`src/rtl/gig_eth_mdio_pkg.sv`:
```
// Shared types and frame constants for the Clause-22 MDIO master.
package gig_eth_mdio_pkg;

  typedef enum logic [2:0] {
    StIdle,
    StPreamble,
    StHeader,
    StTurnaround,
    StData,
    StFinish
  } mdio_state_e;

  localparam logic [1:0] MDIO_ST    = 2'b01;
  localparam logic [1:0] MDIO_OP_WR = 2'b01;
  localparam logic [1:0] MDIO_OP_RD = 2'b10;

  localparam int unsigned MDIO_PREAMBLE_BITS = 32;
  localparam int unsigned MDIO_FRAME_BITS    = 64;

  // Header plus write turnaround packed into one 16-bit word for the TX shifter.
  function automatic logic [15:0] mdio_header(input logic       write,
                                              input logic [4:0] phyad,
                                              input logic [4:0] regad);
    return {MDIO_ST, (write ? MDIO_OP_WR : MDIO_OP_RD), phyad, regad, 2'b10};
  endfunction

endpackage

```
`src/rtl/gig_eth_mdc_gen.sv`:
```
// MDC divider: CLK_DIV cycles low then CLK_DIV cycles high while enabled.
module gig_eth_mdc_gen #(
  parameter int unsigned CLK_DIV = 20
) (
  input  logic clk,
  input  logic reset,
  input  logic enable,
  output logic mdc,
  output logic rise_tick,
  output logic fall_tick
);

  localparam int unsigned     CntW   = (CLK_DIV > 1) ? $clog2(CLK_DIV) : 1;
  localparam logic [CntW-1:0] CntMax = CntW'(CLK_DIV - 1);

  logic [CntW-1:0] cnt_q;
  logic            mdc_q;
  logic            wrap;

  assign wrap      = enable && (cnt_q == CntMax);
  // Strobes are high in the cycle before mdc changes, i.e. on the edge where it toggles.
  assign rise_tick = wrap && !mdc_q;
  assign fall_tick = wrap && mdc_q;
  assign mdc       = mdc_q;

  always_ff @(posedge clk) begin
    if (reset || !enable) begin
      cnt_q <= '0;
      mdc_q <= 1'b0;
    end else if (cnt_q == CntMax) begin
      cnt_q <= '0;
      mdc_q <= ~mdc_q;
    end else begin
      cnt_q <= cnt_q + 1'b1;
    end
  end

endmodule

```
`src/rtl/gig_eth_mdio_master.sv`:
```
// Clause-22 MDIO master: one read/write command per 64-bit frame over mdc/mdio.
module gig_eth_mdio_master
  import gig_eth_mdio_pkg::*;
#(
  parameter int unsigned CLK_DIV = 20
) (
  input  logic        clk,
  input  logic        reset,
  input  logic        cmd_valid,
  output logic        cmd_ready,
  input  logic        cmd_write,
  input  logic [4:0]  cmd_phyad,
  input  logic [4:0]  cmd_regad,
  input  logic [15:0] cmd_wdata,
  output logic        rsp_valid,
  output logic [15:0] rsp_rdata,
  output logic        rsp_err,
  output logic        busy,
  output logic        mdc,
  output logic        mdio_o,
  output logic        mdio_t,
  input  logic        mdio_i
);

  localparam logic [5:0] PreLast   = 6'(MDIO_PREAMBLE_BITS - 1);
  localparam logic [5:0] HdrLast   = 6'(MDIO_PREAMBLE_BITS + 13);
  localparam logic [5:0] TaLast    = 6'(MDIO_PREAMBLE_BITS + 15);
  localparam logic [5:0] FrameLast = 6'(MDIO_FRAME_BITS - 1);

  mdio_state_e state_q, state_d;
  logic [5:0]  bit_cnt_q;
  logic [15:0] tx_sr_q, rx_sr_q, wdata_q;
  logic        write_q, ta_err_q;
  logic        mdc_en, rise_tick, fall_tick, accept;

  assign accept = cmd_valid && cmd_ready;
  assign mdc_en = (state_q != StIdle) && (state_q != StFinish);

  gig_eth_mdc_gen #(
    .CLK_DIV (CLK_DIV)
  ) u_mdc_gen (
    .clk       (clk),
    .reset     (reset),
    .enable    (mdc_en),
    .mdc       (mdc),
    .rise_tick (rise_tick),
    .fall_tick (fall_tick)
  );

  always_comb begin
    state_d = state_q;
    unique case (state_q)
      StIdle:       if (accept) state_d = StPreamble;
      StPreamble:   if (fall_tick && bit_cnt_q == PreLast) state_d = StHeader;
      StHeader:     if (fall_tick && bit_cnt_q == HdrLast) state_d = StTurnaround;
      StTurnaround: if (fall_tick && bit_cnt_q == TaLast) state_d = StData;
      StData:       if (fall_tick && bit_cnt_q == FrameLast) state_d = StFinish;
      StFinish:     state_d = StIdle;
      default:      state_d = StIdle;
    endcase
  end

  always_comb begin
    cmd_ready = (state_q == StIdle) && !reset;
    busy      = (state_q != StIdle);
    rsp_valid = (state_q == StFinish);
    mdio_o    = 1'b1;
    mdio_t    = 1'b1;
    unique case (state_q)
      StPreamble: begin
        mdio_t = 1'b0;
      end
      StHeader: begin
        mdio_t = 1'b0;
        mdio_o = tx_sr_q[15];
      end
      StTurnaround, StData: begin
        // Reads release the line so the PHY can drive turnaround and data.
        mdio_t = !write_q;
        mdio_o = write_q ? tx_sr_q[15] : 1'b1;
      end
      default: begin
        mdio_o = 1'b1;
        mdio_t = 1'b1;
      end
    endcase
  end

  always_ff @(posedge clk) begin
    if (reset) begin
      state_q   <= StIdle;
      bit_cnt_q <= '0;
      tx_sr_q   <= '0;
      rx_sr_q   <= '0;
      wdata_q   <= '0;
      write_q   <= 1'b0;
      ta_err_q  <= 1'b0;
      rsp_rdata <= '0;
      rsp_err   <= 1'b0;
    end else begin
      state_q <= state_d;

      if (accept) begin
        write_q   <= cmd_write;
        wdata_q   <= cmd_wdata;
        tx_sr_q   <= mdio_header(cmd_write, cmd_phyad, cmd_regad);
        bit_cnt_q <= '0;
        ta_err_q  <= 1'b0;
      end

      if (rise_tick) begin
        if (state_q == StTurnaround && bit_cnt_q == TaLast) ta_err_q <= mdio_i;
        if (state_q == StData) rx_sr_q <= {rx_sr_q[14:0], mdio_i};
      end

      if (fall_tick) begin
        bit_cnt_q <= (bit_cnt_q == FrameLast) ? 6'd0 : bit_cnt_q + 6'd1;
        if (bit_cnt_q == TaLast) begin
          tx_sr_q <= wdata_q;
        end else if (state_q != StPreamble) begin
          tx_sr_q <= {tx_sr_q[14:0], 1'b0};
        end
      end

      // Publish the response on entry to FINISH so it is valid alongside rsp_valid.
      if (state_q == StData && state_d == StFinish) begin
        if (!write_q) rsp_rdata <= rx_sr_q;
        rsp_err <= !write_q && ta_err_q;
      end
    end
  end

endmodule

```
`config.mk`:
```
export PLATFORM = sky130hd
export DESIGN_NAME = gig_eth_mdio_master
export DESIGN_NICKNAME = d
export VERILOG_FILES = /design/src/rtl/gig_eth_mdio_pkg.sv /design/src/rtl/gig_eth_mdc_gen.sv /design/src/rtl/gig_eth_mdio_master.sv
export SDC_FILE = /design/constraint.sdc
export NUM_CORES = 1
export LEC_CHECK = 0
export ABC_AREA = 1
export CAP_MARGIN = 20
export CORE_MARGIN = 3
export CORE_UTILIZATION = 48
export CTS_CLUSTER_DIAMETER = 120
export DETAILED_ROUTE_END_ITERATION = 10
export GPL_TIMING_DRIVEN = 0
export PLACE_DENSITY = 0.75
export RECOVER_POWER = 50
export SLEW_MARGIN = 10
export SYNTH_ARGS = -nofsm -noshare
export SYNTH_HDL_FRONTEND = slang
export SYNTH_SLANG_ARGS = --single-unit
```
`constraint.sdc`:
```
create_clock -name clk -period 1.5 [get_ports clk]
set_input_delay 0.225 -clock clk [delete_from_list [all_inputs] [get_ports clk]]
set_output_delay 0.225 -clock clk [all_outputs]
set_load 0.005 [all_outputs]
```
==> results.toml <==
[run_status]
status = "finished with violations"
failed_checks = "setup timing"

[sta]
hold_viol_final = 0
finalWorstSetupSlack_ns = -0.330
tightest_slew_ns = 0.867
slew_violations = 0
finalSetupViolCount = 81
tns_ns = -15.17
period_minus_slack_ns = 1.83
fmax_ghz = 0.546
rsz0062_at_grt = "yes"
relSlewSlack = 0.422
clock_skew_ns = 0.0199
post-route-period-util = 1.22

[logic_synthesis]
ys_ff_latch = 82
synth-async-reset-ratio = 0
synth-edff-count = 0
synth_top_cell_area_share = 0.456
synth_area_leader_cell = "dfxtp_1"
synth_cell_types = 35
yosys_warnings = 0
syn_inst = 484
synth_area_leaders = "dfxtp_1 (46%), nand2_1 (10%), o21ai_0 (6.9%)"
ys_seq_area_frac = 0.456
synth_area_sq_um = 3600
ys.flop_type = "dfxtp_1"
postSynthNetCount = 518
ys_top_cells_by_count = "nand2_1 (96), dfxtp_1 (82), nor2_1 (59), o21ai_0 (50), a21oi_1 (46)"
synth.avg_cell_area_sq_um = 7.44
yosys.cell_count.top_type = "nand2_1"

[worst_setup_path]
max_stage_delay_ns = 0.40
crit_type = "reg2reg"
worstRegToRegCells = 12
crit_top_cell = "nor2_4"
cp-start-kind = "flip-flop"
reg2reg_slack_ns = -0.33
path_max_fanout = 5
crit_arrival_ns = 2.11
cp-end-kind = "flip-flop"
rr_startpoint = "state_q[1]"
timing.rr.end = "bit_cnt_q[1]"
cp_slowest_cell = "dfxtp_4"
cp.required_ns = 1.78
crit_chain = "nor2_4, buf_6, nand2_8, nor2_4, nand2_4, clkinv_4, buf_4, nor2_4, inv_2, o22ai_1, inv_1, nor2_1"

[grt]
overflow = 0
grt_max_degree = 15
grt_pass1_vias = 3706
antenna_found_initial = 0
grt_use_total = 0.273
grt_pass1_wl_mm = 18.4

[clock_tree]
clkTransAtPathRegs_ns = 0.10
worstSkewPairLatency_ns = 0.37
cts_buffer_depth = 2
root_buffer = "clkbuf_8"
clock-sinks = 82
cts_tree = "yes"
cts_buffers = 9
cts_hold_buf = 0
htreeDepth = 3

[place]
place_hpwl_mm = 6.49
port_buffers = 53
post-place-ws_ns = -0.732
place_congestion = 0.866
placed_cell_area_sq_um = 4300
dp_cells = 633

[drt]
post_drt_wl_per_cell_um = 22.0
routed_wl_mm = 15.6
ant_nets = 0
drc = 0
vias_per_cell = 6.19
via_count = 4390
first_pass_iters = 5
drtIter0Drc = 611

[floorplan]
dieHeight_um = 92.6
die_w_um = 92.6
fp.dieArea_sq_um = 8580
start_util = 0.513
core-area_sq_um = 7020
io_pins = 54
rows = 30

[power_and_ir_drop]
ir_drop_uv = 859
p_leak_nw = 2.35
power.density_nw_per_um2 = 804

[min_path]
holdPathStages = 3
hold_class = "in2reg"
min_to = "wdata_q[13]"
hp-start = "cmd_wdata[13]"

[finish]
drive_gt1_frac = 0.426
nets = 642
area_delta_synth_final_pct = 63.0
multiInputGateArea_sq_um = 2370
antenna_cells = 0
finalNonFillerCells = 709
fill_cells = 349
fin_util = 0.836
design_area_sq_um = 5870
register_area_sq_um = 1670

[flow_run]
cap_violations = 0
==> state kept, by name, indices dropped and copies added, names as in the netlist <==
name / flops
ta_err_q: 1
u_mdc_gen.cnt_q: 5
rsp_rdata: 16
tx_sr_q: 16
bit_cnt_q: 6
wdata_q: 16
rsp_err: 1
state_q: 3
write_q: 1
rx_sr_q: 16
u_mdc_gen.mdc: 1
==> worst max-delay path, delay by kind of cell (launching register included) <==
kind / cells / cell delay [ns]
AO/OA/AOI/OAI: 1 / 0.20
buffers and inverters: 5 / 0.53
flip-flops: 1 / 0.40
AND/OR/NAND/NOR: 6 / 0.60
==> metrics by stage <==
step,hold WS (ns),power (mW)
6_report,0.399,4.72
5_1_grt,0.415,4.80
4_1_cts,0.404,4.50
3_3_place_gp,0.425,2.68
2_1_floorplan,0.335,2.52
3_5_place_dp,0.432,2.68
==> area by class of cell <==
cell class,count,share of cell area
Clock inverter,6,0.0151
Sequential cell,82,0.284
Tap cell,96,0.0205
Multi-Input combinational cell,342,0.403
Buffer,26,0.0397
Timing Repair Buffer,111,0.186
Clock buffer,10,0.0217
Inverter,36,0.0290
==> how the worst max path moves through the flow <==
stage	from	to	slack, ns	cells after the start
after floorplan	u_mdc_gen.cnt_q[1]	rsp_rdata[2]	-0.03	11
after global placement	state_q[0]	mdio_t	-0.70	7
after detailed placement	state_q[0]	mdio_t	-0.73	7
after CTS	state_q[1]	mdio_t	-0.18	7
after global routing	u_mdc_gen.cnt_q[0]	rsp_rdata[14]	-0.42	11
final	state_q[1]	bit_cnt_q[1]	-0.33	12
==> metal layers <==
metal,share of wire,global-route usage,vias up
met5,0,0,-
met4,0.066,0.0928,0
met3,0.11,0.0528,126
met2,0.48,0.469,368
met1,0.35,0.344,2022
li1,-,-,1874
==> report_power, final <==
| group | switching [mW] | internal, mW | total, mW |
|---|---|---|---|
| sequential | 0.0424 | 2.23 | 2.27 |
| combinational | 0.332 | 0.268 | 0.600 |
| clock | 0.905 | 0.943 | 1.85 |
| total | 1.28 | 3.44 | 4.72 |
==> cells in the final DEF (no fill, tap or decap), types with 5 or more instances in the layout <==
| cell | n |
|---|---|
| dfxtp_1 | 69 |
| nand2_1 | 65 |
| nor2_1 | 45 |
| clkdlybuf4s50_1 | 45 |
| buf_6 | 35 |
| o21ai_2 | 28 |
| buf_4 | 27 |
| a21oi_2 | 23 |
| a21oi_1 | 23 |
| inv_1 | 22 |
| nand2_2 | 21 |
| nand3_1 | 21 |
| nand4_1 | 17 |
| nor2_4 | 16 |
| o21ai_1 | 14 |
| nand2_4 | 13 |
| clkbuf_8 | 10 |
| dfxtp_2 | 9 |
| o21ai_4 | 7 |
| clkbuf_1 | 7 |
| buf_2 | 7 |
| buf_8 | 6 |
| nand3_2 | 6 |
| inv_2 | 5 |
| nor2_2 | 5 |
| nand3_4 | 5 |
| o21ai_0 | 5 |
==> repair_timing <==
action / in CTS / in global routing
hold endpoints to repair: 0 / 0
setup endpoints to repair: 78 / 93
cloned: 8 / 2
gates resized for setup: 198 / 134
setup buffers: 30 / 23
pin swaps: 36 / 37
==> cell families (layout without fill, tap and decap cells) <==
| family | count (synthesis) | in the layout | synth area share |
|---|---|---|---|
| compound gates | 112 | 112 | 0.163 |
| xor+xnor | 2 | 2 | 0.00487 |
| fa+ha+maj | 3 | 3 | 0.0104 |
| buf+inv | 62 | 189 | 0.0761 |
| flops | 82 | 82 | 0.456 |
| simple gates | 223 | 225 | 0.289 |
Power figures use the tool's default switching activity.
